--- src/rtl/operand_forward_unit.sv ---
// ID/EX pipeline register with operand forwarding from EX/MEM and MEM/WB,
// load-use interlock, and refresh of held operands while the stage is stalled.
module operand_forward_unit #(
  parameter int DATA_W  = 8,
  parameter int NUM_OPS = 2,
  parameter int ADDR_W  = 4
) (
  input  logic                      clock,
  input  logic                      reset,
  input  logic                      id_valid,
  output logic                      id_ready,
  input  logic [NUM_OPS*ADDR_W-1:0] id_src_addr,
  input  logic [NUM_OPS*DATA_W-1:0] id_src_data,
  input  logic [ADDR_W-1:0]         id_dest_addr,
  input  logic                      id_is_load,
  input  logic                      ex_hold,
  input  logic                      ex_mem_we_top,
  input  logic                      ex_mem_we_bot,
  input  logic [ADDR_W-1:0]         ex_mem_addr_top,
  input  logic [ADDR_W-1:0]         ex_mem_addr_bot,
  input  logic [DATA_W-1:0]         ex_mem_top,
  input  logic [DATA_W-1:0]         ex_mem_bot,
  input  logic                      mem_wb_we_top,
  input  logic                      mem_wb_we_bot,
  input  logic [ADDR_W-1:0]         mem_wb_addr_top,
  input  logic [ADDR_W-1:0]         mem_wb_addr_bot,
  input  logic [DATA_W-1:0]         mem_wb_top,
  input  logic [DATA_W-1:0]         mem_wb_bot,
  output logic                      ex_valid,
  output logic [NUM_OPS*DATA_W-1:0] ex_operand,
  output logic [NUM_OPS*5-1:0]      ex_sel
);

  logic [NUM_OPS*ADDR_W-1:0] r_src_addr;
  logic [NUM_OPS*DATA_W-1:0] r_src_data;
  logic [ADDR_W-1:0]         r_dest;
  logic                      r_is_load;
  logic                      r_valid;

  logic                      w_src_hit;
  logic                      w_load_use;
  logic                      w_advance;
  logic                      w_capture;
  logic [ADDR_W-1:0]         w_fwd_addr;
  logic [ADDR_W-1:0]         w_ref_addr;

  assign w_advance = !ex_hold;
  assign w_capture = id_valid && !w_load_use;
  assign id_ready  = !ex_hold && !w_load_use;
  assign ex_valid  = r_valid;

  // Load-use detect: any ID source names the destination of a load in EX.
  always_comb begin
    w_src_hit = 1'b0;
    for (int unsigned k = 0; k < NUM_OPS; k++) begin
      if (id_src_addr[k*ADDR_W +: ADDR_W] == r_dest) w_src_hit = 1'b1;
    end
    w_load_use = id_valid && r_valid && r_is_load && (r_dest != '0) && w_src_hit;
  end

  // ID/EX register: capture, bubble, or hold with MEM/WB refresh of stored data.
  always_ff @(posedge clock) begin
    if (reset) begin
      r_src_addr <= '0;
      r_src_data <= '0;
      r_dest     <= '0;
      r_is_load  <= 1'b0;
      r_valid    <= 1'b0;
    end else if (w_advance) begin
      if (w_capture) begin
        r_src_addr <= id_src_addr;
        r_src_data <= id_src_data;
        r_dest     <= id_dest_addr;
        r_is_load  <= id_is_load;
        r_valid    <= 1'b1;
      end else begin
        r_valid    <= 1'b0;
      end
    end else if (r_valid) begin
      // A stalled instruction would otherwise lose values retiring from MEM/WB.
      for (int unsigned k = 0; k < NUM_OPS; k++) begin
        if (r_src_addr[k*ADDR_W +: ADDR_W] != '0) begin
          if (mem_wb_we_top && mem_wb_addr_top == r_src_addr[k*ADDR_W +: ADDR_W])
            r_src_data[k*DATA_W +: DATA_W] <= mem_wb_top;
          else if (mem_wb_we_bot && mem_wb_addr_bot == r_src_addr[k*ADDR_W +: ADDR_W])
            r_src_data[k*DATA_W +: DATA_W] <= mem_wb_bot;
        end
      end
    end
  end

  // Per-operand forwarding mux: youngest producer first, r0 and bubbles never forward.
  always_comb begin
    ex_operand = r_src_data;
    ex_sel     = '0;
    w_fwd_addr = '0;
    w_ref_addr = '0;
    for (int unsigned k = 0; k < NUM_OPS; k++) begin
      w_fwd_addr          = r_src_addr[k*ADDR_W +: ADDR_W];
      ex_sel[k*5 +: 5]    = 5'b00001;
      if (r_valid && w_fwd_addr != '0) begin
        if (ex_mem_we_top && ex_mem_addr_top == w_fwd_addr) begin
          ex_operand[k*DATA_W +: DATA_W] = ex_mem_top;
          ex_sel[k*5 +: 5]               = 5'b00010;
        end else if (ex_mem_we_bot && ex_mem_addr_bot == w_fwd_addr) begin
          ex_operand[k*DATA_W +: DATA_W] = ex_mem_bot;
          ex_sel[k*5 +: 5]               = 5'b00100;
        end else if (mem_wb_we_top && mem_wb_addr_top == w_fwd_addr) begin
          ex_operand[k*DATA_W +: DATA_W] = mem_wb_top;
          ex_sel[k*5 +: 5]               = 5'b01000;
        end else if (mem_wb_we_bot && mem_wb_addr_bot == w_fwd_addr) begin
          ex_operand[k*DATA_W +: DATA_W] = mem_wb_bot;
          ex_sel[k*5 +: 5]               = 5'b10000;
        end
      end
    end
    w_ref_addr = w_fwd_addr;
  end

endmodule

--- config.mk ---
export PLATFORM = sky130hd
export DESIGN_NAME = operand_forward_unit
export DESIGN_NICKNAME = d
export VERILOG_FILES = /design/src/rtl/operand_forward_unit.sv
export SDC_FILE = /design/constraint.sdc
export NUM_CORES = 1
export LEC_CHECK = 0
export CORE_MARGIN = 3
export CORE_UTILIZATION = 34
export CTS_CLUSTER_SIZE = 24
export DETAILED_ROUTE_END_ITERATION = 6
export GPL_ROUTABILITY_DRIVEN = 0
export PLACE_DENSITY = 0.72
export SETUP_SLACK_MARGIN = 0.02
export SYNTH_ARGS = -nofsm -noshare
export SYNTH_HDL_FRONTEND = slang
export SYNTH_SLANG_ARGS = --single-unit
--- constraint.sdc ---
create_clock -name clock -period 4.4 [get_ports clock]
set_input_delay 0.66 -clock clock [delete_from_list [all_inputs] [get_ports clock]]
set_output_delay 0.66 -clock clock [all_outputs]
set_load 0.05 [all_outputs]
==> out/qor.yml <==
critical_path:
  r2r_cells: 5
  path_class: "input pin to primary output"
  startpoint_type: "input pin"
  rr_startpoint: "r_src_addr[1]"
  critPathArrivalTime_ns: 3.20
  r2r_end: "r_src_data[5]"
  endpoint_kind: "primary output"
  critPathMaxFanout: 19
  required_ns: 3.74
  r2r_slack_ns: 2.21
floorplan:
  start_util: 0.3583
  die_w_um: 100.2
  rows: 33
  ios: 113
  die_h_um: 100.2
  dieArea_um2: 10040
  core-area_um2: 8423
timing:
  slew_viol_final: 0
  rsz0062_at_grt: "no"
  hold_viol: 0
  whs_ns: 0.4941
  setup_tns_ns: 0
  tightest_slew_ns: 0.9670
  final-setup-viol-count: 0
  max_freq_mhz: 259.3
  finalCriticalPeriod_ns: 3.857
  fin_crit_sh: 0.8765
  finClkSkew_ns: 0.01171
  relSlewSlack: 0.3533
power_and_ir_drop:
  leakagePower_uw: 0.001523
  peakVddDrop_v: 0.0001258
  combPwrFrac: 0.374
  design_power_total_uw: 1071
  p_int_uw: 726.9
  switching_share: 0.3214
  p_seq_frac: 0.295
  switchingPower_uw: 344.4
  power_density_nw_per_um2: 246.5
  clockPowerShare: 0.332
yosys:
  synth_ff_type: "dfxtp_1"
  yosysSeqAreaShare: 0.1990
  ys_warn_count: 0
  netlist_top_cells_count: "30 x dfxtp_1, 30 x nand3_1, 25 x xnor2_1, 22 x a21oi_1, 19 x nand2_1"
  synth_mux_area_frac: 0
  synthXorXnorAreaFrac: 0.1161
  synth-seq-cells: 30
  synth_fa_ha_area_frac: 0
  synth-simple-area-share: 0.2119
  syn_area_per_cell_um2: 8.156
  synthDistinctLibCells: 55
  synth_top_family_by_area: "compound AO/OA/AOI/OAI gates"
  synth_largest_area_cell: "dfxtp_1"
  synth_edf_count: 0
  syn_inst: 370
  synthesis.nets: 455
  synth_top_area_frac: 0.1990
  synth_area_um2: 3018
  synth.area.top_cells: "dfxtp_1 20%, xnor2_1 7.3%, nand3_1 5.0%"
  synth_compound_area_frac: 0.3984
  synthArstFlopShare: 0
min_path:
  worstHoldStart: "r_is_load"
  min_to: "r_is_load"
  min_path_type: "flop to flop"
  whs_path_depth: 2
clock_network:
  cts_made_buffers: 5
  clockBufferDepth: 2
  cts_resized: 0
  clkLatencyLatePin_ns: 0.29
  cts_htree_levels: 2
  cts_root_buffer: "clkbuf_8"
  holdBufCountCts: 0
  cts_sinks: 30
  cts_tree: "done"
  cts_setup_buffers: 0
  cts.clk_slew.worst_paths_ns: 0.08
global_routing:
  overflow: 0
  grt_first_pass_wirelength_um: 17190
  antenna_found_initial: 0
  grt_max_degree: 26
  grt_usage: 0.2125
  grt_pass1_vias: 3320
layout:
  fin_util: 0.5160
  layout.nets: 550
  area_growth_pct: 44.03
  instances_no_fill: 571
  diodes: 0
  drive_gt1_frac: 0.1137
route:
  avgViaCountPerCell: 6.049
  vias: 3454
  wl_per_cell_um: 19.32
  drc: 0
  drt_iter0_markers: 266
  routed_wl_um: 11030
  drtAntennaViolNets: 0
  drt_first_pass_iters: 5
place:
  port-buffer-count: 112
  placedCellCount: 563
  place_hpwl_um: 8929
job:
  cap_violations: 0
status:
  outcome: "finished, final reports clean"
==> layout by cell type, fill, tap and decap left out, types with 2 or more instances in the layout <==
| master | Yosys | layout |
|---|---|---|
| clkdlybuf4s50_1 | 0 | 95 |
| nand3_1 | 30 | 30 |
| dfxtp_1 | 30 | 30 |
| xnor2_1 | 25 | 25 |
| a21oi_1 | 22 | 22 |
| buf_4 | 6 | 20 |
| nand2_1 | 19 | 19 |
| xor2_1 | 15 | 15 |
| o21ai_1 | 15 | 15 |
| a311oi_1 | 14 | 14 |
| nor3_1 | 11 | 11 |
| and3_1 | 10 | 10 |
| o21ai_0 | 9 | 9 |
| a31oi_1 | 9 | 9 |
| a21boi_1 | 9 | 9 |
| a22o_1 | 8 | 8 |
| a221o_1 | 8 | 8 |
| nand3b_1 | 8 | 8 |
| o311ai_1 | 8 | 8 |
| o31ai_1 | 8 | 8 |
| a22oi_1 | 8 | 8 |
| a211o_1 | 8 | 8 |
| o221a_1 | 8 | 8 |
| buf_12 | 0 | 8 |
| o211ai_1 | 7 | 7 |
| nor2_1 | 6 | 6 |
| clkbuf_8 | 0 | 6 |
| inv_1 | 4 | 4 |
| and4_1 | 4 | 4 |
| nand4_1 | 3 | 3 |
| o41ai_4 | 2 | 2 |
| nor3_2 | 2 | 2 |
| nor4_1 | 2 | 2 |
| and2_1 | 2 | 2 |
| a311oi_2 | 2 | 2 |
| bufinv_16 | 0 | 2 |
==> logic make-up after synthesis <==
group,count (synthesis)
flip-flops,30
AO/OA/AOI/OAI,153
XOR/XNOR,40
buffers and inverters,40
AND/OR/NAND/NOR,107
==> flip-flops by register name, summed over array words and instances (netlist names) <==
| name | count |
|---|---|
| r_dest | 4 |
| r_src_addr | 8 |
| ex_valid | 1 |
| r_src_data | 16 |
| r_is_load | 1 |
==> power groups by stage <==
stage	sequential, uW	clock (uW)	combinational [uW]
5_1_grt	319	370	426
2_1_floorplan	308	0	239
6_report	316	355	400
3_5_place_dp	322	0	397
4_1_cts	315	360	398
3_3_place_gp	321	0	392
==> worst max-delay path, cell delays in order <==
cell and delay [ns]:
clkdlybuf4s50_1 0.51, xnor2_1 0.16, nand3_2 0.21, or2_1 0.52, nor4_1 0.28, clkdlybuf4s50_1 0.85
==> stage by stage <==
step | cell area (um^2) | setup slack (ns)
after global routing | 4347 | 0.4008
after detailed placement | 4204 | 0.5543
after floorplan | 3018 | 0.7672
after global placement | 4204 | 0.6159
after CTS | 4347 | 0.5492
final | 4347 | 0.5433
==> how the worst max path moves through the flow <==
stage | to | from | slack, ns | depth (start not counted)
after floorplan | ex_sel[3] | mem_wb_addr_top[3] | 0.77 | 6
after global placement | ex_sel[9] | ex_mem_addr_top[3] | 0.62 | 7
after detailed placement | ex_sel[3] | mem_wb_addr_top[1] | 0.55 | 6
after CTS | ex_sel[3] | mem_wb_addr_top[1] | 0.55 | 6
after global routing | ex_sel[3] | mem_wb_addr_top[1] | 0.40 | 6
final | ex_sel[3] | mem_wb_addr_top[1] | 0.54 | 6
==> routing by layer <==
metal / vias up / wire (um) / track usage
met4: 0 / 240 / 0.06839
met2: 156 / 5384 / 0.3598
met3: 21 / 938 / 0.04448
met1: 1623 / 4469 / 0.2686
met5: - / 0 / 0
li1: 1654 / - / -
==> area by class of cell <==
cell class              count  area (um^2)
fillers                   830         4076
multi-input cells         300         2192
repair buffers            123         1261
flip-flops and latches     30        600.6
well taps                 105        131.4
clock buffers               6        82.58
clock inverters             2        60.06
inverters                   5        18.77
Note: power is estimated with default switching activity, not from simulation.
